--- src/rtl/hazard_pipe_ctrl_if.sv ---
// hazard_pipe_ctrl_if: ID-stage operand/destination bundle and the controller's responses.
// Latency: none, this is only a wiring bundle.
// Backpressure: stall_out/pc_hold_out are the only hold signals carried back to the core.
//
// Ports (master = core ID/EX side, slave = hazard controller):
//   id_*_in, redirect_in          core -> controller
//   stall_out, pc_hold_out,
//   flush_if_out, flush_id_out,
//   fwd_sel_a/b_out,
//   stage_valid_out,
//   stall/flush_count_out         controller -> core
interface hazard_pipe_ctrl_if #(
   parameter int REG_W = 5,
   parameter int DEPTH = 3,
   parameter int CNT_W = 32
);
   logic             id_valid_in;
   logic [REG_W-1:0] id_rs_in;
   logic [REG_W-1:0] id_rt_in;
   logic             id_use_rs_in;
   logic             id_use_rt_in;
   logic             id_we_in;
   logic [REG_W-1:0] id_dst_in;
   logic             id_load_in;
   logic             redirect_in;

   logic             stall_out;
   logic             pc_hold_out;
   logic             flush_if_out;
   logic             flush_id_out;
   logic [2:0]       fwd_sel_a_out;
   logic [2:0]       fwd_sel_b_out;
   logic [DEPTH-1:0] stage_valid_out;
   logic [CNT_W-1:0] stall_count_out;
   logic [CNT_W-1:0] flush_count_out;

   modport master (
      output id_valid_in, id_rs_in, id_rt_in, id_use_rs_in, id_use_rt_in,
             id_we_in, id_dst_in, id_load_in, redirect_in,
      input  stall_out, pc_hold_out, flush_if_out, flush_id_out,
             fwd_sel_a_out, fwd_sel_b_out, stage_valid_out,
             stall_count_out, flush_count_out
   );

   modport slave (
      input  id_valid_in, id_rs_in, id_rt_in, id_use_rs_in, id_use_rt_in,
             id_we_in, id_dst_in, id_load_in, redirect_in,
      output stall_out, pc_hold_out, flush_if_out, flush_id_out,
             fwd_sel_a_out, fwd_sel_b_out, stage_valid_out,
             stall_count_out, flush_count_out
   );
endinterface

--- src/rtl/hazard_pipe_ctrl.sv ---
// hazard_pipe_ctrl: hazard, bypass-select and redirect-flush controller for the in-order core.
// Latency: all control/forward outputs are combinational (zero cycles); counters update on the clock.
// Backpressure: stall_out holds IF/ID, pc_hold_out holds the PC; the tracked entries always shift.
//
// Ports:
//   clock, reset : system clock, asynchronous active-high reset
//   bus (slave)  : ID operand/destination info and redirect in; stall, flush,
//                  forward selects, per-entry valid bits and stall/flush counters out
module hazard_pipe_ctrl #(
   parameter int REG_W      = 5,
   parameter int DEPTH      = 3,
   parameter int LOAD_STAGE = 2,
   parameter int FWD_EN     = 1,
   parameter int DELAY_SLOT = 1,
   parameter int CNT_W      = 32
) (
   input logic               clock,
   input logic               reset,
   hazard_pipe_ctrl_if.slave bus
);

   typedef struct packed {
      logic             valid;
      logic             we;
      logic             load;
      logic [REG_W-1:0] dst;
   } entry_t;

   localparam logic [CNT_W-1:0] CntOne     = CNT_W'(1);
   localparam logic [CNT_W-1:0] CntMax     = '1;
   localparam bit               SquashSlot = (DELAY_SLOT == 0);

   entry_t           entryQ [DEPTH];
   logic [DEPTH-1:0] matchA;
   logic [DEPTH-1:0] matchB;
   logic [DEPTH-1:0] stageValid;
   logic [2:0]       selA;
   logic [2:0]       selB;
   logic             hazardA;
   logic             hazardB;
   logic             hazard;
   logic             redirectEff;
   logic             stall;
   logic             flushId;
   logic             validIssue;
   logic [CNT_W-1:0] stallCnt;
   logic [CNT_W-1:0] flushCnt;

   // A redirect only means something when entry 0 holds a real branch/jump.
   assign redirectEff = bus.redirect_in & entryQ[0].valid;

   // Register 0 is hard-wired zero, so it never creates a dependency.
   always_comb begin
      matchA     = '0;
      matchB     = '0;
      stageValid = '0;
      for (int k = 0; k < DEPTH; k++) begin
         matchA[k]     = entryQ[k].valid & entryQ[k].we & (entryQ[k].dst == bus.id_rs_in)
                       & (bus.id_rs_in != '0) & bus.id_use_rs_in;
         matchB[k]     = entryQ[k].valid & entryQ[k].we & (entryQ[k].dst == bus.id_rt_in)
                       & (bus.id_rt_in != '0) & bus.id_use_rt_in;
         stageValid[k] = entryQ[k].valid;
      end
   end

   // With bypassing, the youngest producer wins; scanning oldest-to-youngest lets
   // the lowest index overwrite. A load is only a hazard while its data is not
   // yet available (entry index below LOAD_STAGE).
   // Without bypassing, any producer still ahead of writeback blocks; writeback
   // itself is covered by the register file's write-then-read.
   always_comb begin
      selA    = '0;
      selB    = '0;
      hazardA = 1'b0;
      hazardB = 1'b0;
      if (FWD_EN != 0) begin
         for (int k = DEPTH - 1; k >= 0; k--) begin
            if (matchA[k]) begin
               selA    = 3'(k + 1);
               hazardA = entryQ[k].load & (k < LOAD_STAGE);
            end
            if (matchB[k]) begin
               selB    = 3'(k + 1);
               hazardB = entryQ[k].load & (k < LOAD_STAGE);
            end
         end
      end else begin
         hazardA = |matchA[DEPTH-2:0];
         hazardB = |matchB[DEPTH-2:0];
      end
   end

   assign hazard = hazardA | hazardB;

   // When the ID instruction is being squashed anyway, holding it is pointless.
   assign stall      = bus.id_valid_in & hazard & ~(redirectEff & SquashSlot);
   assign flushId    = redirectEff & SquashSlot;
   assign validIssue = bus.id_valid_in & ~stall & ~flushId;

   always_ff @(posedge clock or posedge reset) begin
      if (reset) begin
         for (int k = 0; k < DEPTH; k++) begin
            entryQ[k] <= '0;
         end
      end else begin
         if (validIssue) begin
            entryQ[0].valid <= 1'b1;
            entryQ[0].we    <= bus.id_we_in;
            entryQ[0].load  <= bus.id_load_in;
            entryQ[0].dst   <= bus.id_dst_in;
         end else begin
            entryQ[0] <= '0;
         end
         for (int k = 1; k < DEPTH; k++) begin
            entryQ[k] <= entryQ[k-1];
         end
      end
   end

   always_ff @(posedge clock or posedge reset) begin
      if (reset) begin
         stallCnt <= '0;
         flushCnt <= '0;
      end else begin
         if (stall && (stallCnt != CntMax)) begin
            stallCnt <= stallCnt + CntOne;
         end
         if (redirectEff && (flushCnt != CntMax)) begin
            flushCnt <= flushCnt + CntOne;
         end
      end
   end

   assign bus.stall_out       = stall;
   assign bus.pc_hold_out     = stall & ~redirectEff;
   assign bus.flush_if_out    = redirectEff;
   assign bus.flush_id_out    = flushId;
   assign bus.fwd_sel_a_out   = selA;
   assign bus.fwd_sel_b_out   = selB;
   assign bus.stage_valid_out = stageValid;
   assign bus.stall_count_out = stallCnt;
   assign bus.flush_count_out = flushCnt;

endmodule

--- src/flat_wrapper.sv ---
// flat-port wrapper written by rule: the top's interface ports become plain ports
module hazard_pipe_ctrl_flat 
#(
   parameter int REG_W      = 5,
   parameter int DEPTH      = 3,
   parameter int LOAD_STAGE = 2,
   parameter int FWD_EN     = 1,
   parameter int DELAY_SLOT = 1,
   parameter int CNT_W      = 32
)
  (clock, reset, bus_id_valid_in, bus_id_rs_in, bus_id_rt_in, bus_id_use_rs_in, bus_id_use_rt_in, bus_id_we_in, bus_id_dst_in, bus_id_load_in, bus_redirect_in, bus_stall_out, bus_pc_hold_out, bus_flush_if_out, bus_flush_id_out, bus_fwd_sel_a_out, bus_fwd_sel_b_out, bus_stage_valid_out, bus_stall_count_out, bus_flush_count_out);
  hazard_pipe_ctrl_if #(.REG_W(REG_W), .DEPTH(DEPTH), .CNT_W(CNT_W)) bus_i ();
  input logic clock;
  input logic reset;
  input wire logic [$bits(bus_i.id_valid_in)-1:0] bus_id_valid_in;
  input wire logic [$bits(bus_i.id_rs_in)-1:0] bus_id_rs_in;
  input wire logic [$bits(bus_i.id_rt_in)-1:0] bus_id_rt_in;
  input wire logic [$bits(bus_i.id_use_rs_in)-1:0] bus_id_use_rs_in;
  input wire logic [$bits(bus_i.id_use_rt_in)-1:0] bus_id_use_rt_in;
  input wire logic [$bits(bus_i.id_we_in)-1:0] bus_id_we_in;
  input wire logic [$bits(bus_i.id_dst_in)-1:0] bus_id_dst_in;
  input wire logic [$bits(bus_i.id_load_in)-1:0] bus_id_load_in;
  input wire logic [$bits(bus_i.redirect_in)-1:0] bus_redirect_in;
  output wire logic [$bits(bus_i.stall_out)-1:0] bus_stall_out;
  output wire logic [$bits(bus_i.pc_hold_out)-1:0] bus_pc_hold_out;
  output wire logic [$bits(bus_i.flush_if_out)-1:0] bus_flush_if_out;
  output wire logic [$bits(bus_i.flush_id_out)-1:0] bus_flush_id_out;
  output wire logic [$bits(bus_i.fwd_sel_a_out)-1:0] bus_fwd_sel_a_out;
  output wire logic [$bits(bus_i.fwd_sel_b_out)-1:0] bus_fwd_sel_b_out;
  output wire logic [$bits(bus_i.stage_valid_out)-1:0] bus_stage_valid_out;
  output wire logic [$bits(bus_i.stall_count_out)-1:0] bus_stall_count_out;
  output wire logic [$bits(bus_i.flush_count_out)-1:0] bus_flush_count_out;
  assign bus_i.id_valid_in = bus_id_valid_in;
  assign bus_i.id_rs_in = bus_id_rs_in;
  assign bus_i.id_rt_in = bus_id_rt_in;
  assign bus_i.id_use_rs_in = bus_id_use_rs_in;
  assign bus_i.id_use_rt_in = bus_id_use_rt_in;
  assign bus_i.id_we_in = bus_id_we_in;
  assign bus_i.id_dst_in = bus_id_dst_in;
  assign bus_i.id_load_in = bus_id_load_in;
  assign bus_i.redirect_in = bus_redirect_in;
  assign bus_stall_out = bus_i.stall_out;
  assign bus_pc_hold_out = bus_i.pc_hold_out;
  assign bus_flush_if_out = bus_i.flush_if_out;
  assign bus_flush_id_out = bus_i.flush_id_out;
  assign bus_fwd_sel_a_out = bus_i.fwd_sel_a_out;
  assign bus_fwd_sel_b_out = bus_i.fwd_sel_b_out;
  assign bus_stage_valid_out = bus_i.stage_valid_out;
  assign bus_stall_count_out = bus_i.stall_count_out;
  assign bus_flush_count_out = bus_i.flush_count_out;
  hazard_pipe_ctrl #(.REG_W(REG_W), .DEPTH(DEPTH), .LOAD_STAGE(LOAD_STAGE), .FWD_EN(FWD_EN), .DELAY_SLOT(DELAY_SLOT), .CNT_W(CNT_W)) u_core (.clock(clock), .reset(reset), .bus(bus_i));
endmodule
--- config.mk ---
export PLATFORM = sky130hd
export DESIGN_NAME = hazard_pipe_ctrl_flat
export DESIGN_NICKNAME = d
export VERILOG_FILES = /design/src/rtl/hazard_pipe_ctrl_if.sv /design/src/rtl/hazard_pipe_ctrl.sv /design/src/flat_wrapper.sv
export SDC_FILE = /design/constraint.sdc
export NUM_CORES = 1
export LEC_CHECK = 0
export CAP_MARGIN = 10
export CORE_ASPECT_RATIO = 1.25
export CORE_MARGIN = 2
export CORE_UTILIZATION = 51
export CTS_BUF_LIST = sky130_fd_sc_hd__clkbuf_4 sky130_fd_sc_hd__clkbuf_8
export CTS_CLUSTER_SIZE = 14
export DETAILED_ROUTE_END_ITERATION = 8
export GPL_ROUTABILITY_DRIVEN = 0
export HOLD_SLACK_MARGIN = 0.1
export PLACE_DENSITY = 0.83
export SLEW_MARGIN = 30
export SYNTH_ARGS = -nofsm -noshare
export SYNTH_HDL_FRONTEND = slang
export SYNTH_SLANG_ARGS = --single-unit
--- constraint.sdc ---
create_clock -name clock -period 3.47 [get_ports clock]
set_input_delay 0.694 -clock clock [delete_from_list [all_inputs] [get_ports clock]]
set_output_delay 0.694 -clock clock [all_outputs]
set_load 0.01 [all_outputs]
==> results.md <==
- Ys Warns: 0
- Routed vias: about 3200
- Hold endpoint: u_core.entryQ[14]
- Cells after Synth: ~380
- Critical Path Slowest Stage Cell: or4_4
- Most Frequent Cell on Critical Path: clkdlybuf4s50_1
- Ratio of cells with drive above 1 in the final layout: between 10% and 20%
- Top delay family on crit path: buffers and inverters
- Critical setup path kind: input pin to output port
- CTS tree: yes
- Via/cell ratio: about 5.4
- Startpoint Class: input pin
- Layout Cells excl Fill: roughly 590
- Worst Path Arrival: about 2.7 ns
- Worst Path Buf+Inv: 3
- Final hold viol count: 0
- CP endpoint kind: output port
- Pin count of the biggest net entering global routing: 51
- Antenna fix cells: 0
- Count of hold-fix buffers inserted at cts: 0
- Minimum clock period: ~3.4 ns
- Actual slew at the worst max-slew pin: roughly 0.83 ns
- P per Cell Area: about 380 mW/mm^2
- Worst Clk Skew: 0.008386 ns
- Largest stage delay, worst path: about 0.55 ns
- Remaining global-route overflow: 0
- Fin crit share: between 90% and 100%
- Final Util: 70.48%
- Aggregate global-route resource usage: between 20% and 30%
- Sequential area share after synthesis: 52.44%
- Port Buffer Count: 96
- Vias in the first global route: 3268
- Initial Utilization: a little over half
- Latest clock arrival within the worst-skew pair: 0.35 ns
- Reg-to-reg setup timing slack: roughly 0.76 ns
- Worst hold stages: 0
- Clock slew seen by the registers of the worst setup and hold paths: around 0.080 ns
- Power Total: ~2.1 mW
- Unrepaired setup endpoints after global routing: false
- Routed Antenna Nets: 0
- Initial antenna violation count: 0
- 1st-iter DRT viols: about 110
- Reg2reg path depth: 7
- Critical path depth in cells: 7
- Global-route wire length before repair: roughly 16000 um
- Core box area: a little under 0.008 sq mm
- Crit. Startpoint: bus_id_rt_in[1]
- Setup repair bufs after CTS: 0
- Max-slew violation count: 0
- Hold crit path type: flop to flop
- Synthesized area: roughly 0.0042 sq mm
- Num CTS Buffers: 9
- First-pass iteration count of the detailed router: 4
- RR Endpoint: u_core.bus.stall_count_out[1]
- Setup violators final: 0
- Clk buf depth: 2
- Max Cap Violations: 0
- Leakage power: 2.411 nW
- FF+latch count, synth: 87
- Final #Nets: 517
- Die H: ~100 um
- CP cell instances: clkdlybuf4s50_1 -> or4_4 -> o21ai_4 -> buf_4 -> nor4_2 -> a21o_1 -> clkdlybuf4s50_1
- F_max: around 290 MHz
- Full die area: 0.008882 sq mm
- H-tree levels: 3
- Syn-to-layout area delta: 33.06%
- I/O pins: 100
- Fillers: between 500 and 600
- HPWL after DPL: around 7000 um
- Chip width: 84.70 um
- CTS root buf: clkbuf_8
- Critical Path Fanout Max: 3
- Residual DRC: 0
- WL final: 9311 um
- Synth unique cells: 36
- Req. time, crit path: ~2.8 ns
- FF-to-FF Start: u_core.bus.stall_count_out[2]
- Hold path start: u_core.entryQ[22]
- Syn avg cell area: ~11 sq um
- Max-slew headroom: between 40 and 50%
- Clock Sinks: 87
- Num rows: 36
- Placed instance count: about 580
- Status: completed
- Peak VDD IR: around 260 uV
- Wire per inst: 15.73 um
## registers in the layout, summed over array words and instances, names as in the netlist
signal,cells
u_core.entryQ,20
u_core.bus.stall_count_out,32
u_core.bus.stage_valid_out,3
u_core.bus.flush_count_out,32
## layout make-up
| cell class | instances | area, sq um | share of cell area, % |
|---|---|---|---|
| tap | 95 | 118.9 | 2.152 |
| sequential | 87 | 2177 | 39.41 |
| clock inverter | 2 | 12.51 | 0.2265 |
| inverter | 9 | 35.03 | 0.6342 |
| clock buffer | 14 | 186.4 | 3.375 |
| timing repair buffer | 115 | 1106 | 20.02 |
| multi-input combinational | 270 | 1888 | 34.18 |
## cell usage after synthesis
master | count | area share [%]
and3_1 | 16 | 2.4
nand2b_1 | 2 | 0.30
and2_1 | 12 | 1.8
mux2_1 | 1 | 0.27
nor4_1 | 5 | 0.75
inv_1 | 9 | 0.81
a31oi_1 | 1 | 0.15
o22ai_4 | 1 | 0.48
nor2b_1 | 1 | 0.15
buf_6 | 3 | 0.81
o22a_4 | 1 | 0.42
nand2_1 | 25 | 2.3
conb_1 | 1 | 0.090
o21ai_2 | 2 | 0.42
nor3_1 | 4 | 0.48
xnor2_1 | 78 | 16
nand4b_1 | 3 | 0.63
o21ai_1 | 1 | 0.12
or4_1 | 4 | 0.72
buf_4 | 6 | 1.1
nand3_1 | 29 | 3.5
and3b_1 | 1 | 0.21
xor2_1 | 12 | 2.5
clkbuf_1 | 4 | 0.36
or4_4 | 1 | 0.27
o211a_1 | 1 | 0.24
nor2_1 | 16 | 1.4
mux2_2 | 1 | 0.27
and4_1 | 8 | 1.7
o21a_1 | 1 | 0.18
dfrtp_1 | 87 | 52
nand2_2 | 1 | 0.15
ha_1 | 2 | 0.60
a21oi_1 | 5 | 0.60
nand4_1 | 31 | 4.7
a21o_1 | 1 | 0.18
## worst register-to-register path, stage by stage (launching register included)
cell	delay, ns
dfrtp_1	0.44
and4_1	0.28
nand4_1	0.17
nor2_1	0.36
and3_1	0.31
nand2_1	0.45
nand2_2	0.25
mux2_1	0.34
## timing repair
action	in CTS	in global routing
endpoints found under the setup margin	6	5
resized for setup	13	13
pin swaps	0	1
## where the power goes
group          total (mW)  switching (mW)  internal, mW
combinational       0.268           0.117         0.151
clock               0.685           0.339         0.346
sequential           1.13          0.0660          1.06
total                2.08           0.522          1.56
## cell usage in the layout (no fill, tap or decap), drive strengths merged, types with 7 or more instances in the layout
cell / n
inv: 8
nor2: 16
and2: 12
and4: 8
clkbuf: 15
and3: 16
xor2: 12
buf: 20
dfrtp: 87
nand2: 26
clkdlybuf4s50: 82
nand3: 29
dlymetal6s2s: 7
xnor2: 78
nand4: 31
## how the worst max path moves through the flow
stage	end	slack, ns
final	bus_fwd_sel_b_out[0]	0.07
after global routing	bus_pc_hold_out	0.02
after CTS	bus_pc_hold_out	-0.16
after detailed placement	bus_pc_hold_out	-0.45
after global placement	bus_pc_hold_out	-0.41
after floorplan	bus_pc_hold_out	0.45
## cells by family after synthesis
group / after synthesis / synth area share [%]
xor gates and xnor gates: 90 / 18.99
AOI/OAI and AO/OA: 14 / 2.803
and+or+nand+nor: 159 / 21.46
buffers and inverters: 22 / 3.074
other: 1 / 0.09033
DFF: 87 / 52.44
muxes: 2 / 0.5425
adders and majority gates: 2 / 0.6027
## per-layer routing
metal / up-vias / wire length [um] / track usage [%]
met4: 0 / 221 / 8.277
li1: 1526 / - / -
met3: 17 / 549 / 6.161
met5: - / 0 / 0
met1: 1580 / 3907 / 27.86
met2: 97 / 4633 / 36.05
## through the flow
| stage | setup TNS (ns) | setup WS [ns] | area [sq um] | hold WS [ns] |
|---|---|---|---|---|
| after global routing | 0 | 0.02005 | 5524 | 0.4050 |
| after floorplan | 0 | 0.4490 | 4159 | 0.3505 |
| final | 0 | 0.07125 | 5524 | 0.3927 |
| after CTS | -0.1577 | -0.1577 | 5493 | 0.3887 |
| after detailed placement | -1.331 | -0.4537 | 5289 | 0.3740 |
| after global placement | -1.009 | -0.4090 | 5289 | 0.3585 |
Note: power is estimated with default switching activity, not from simulation.
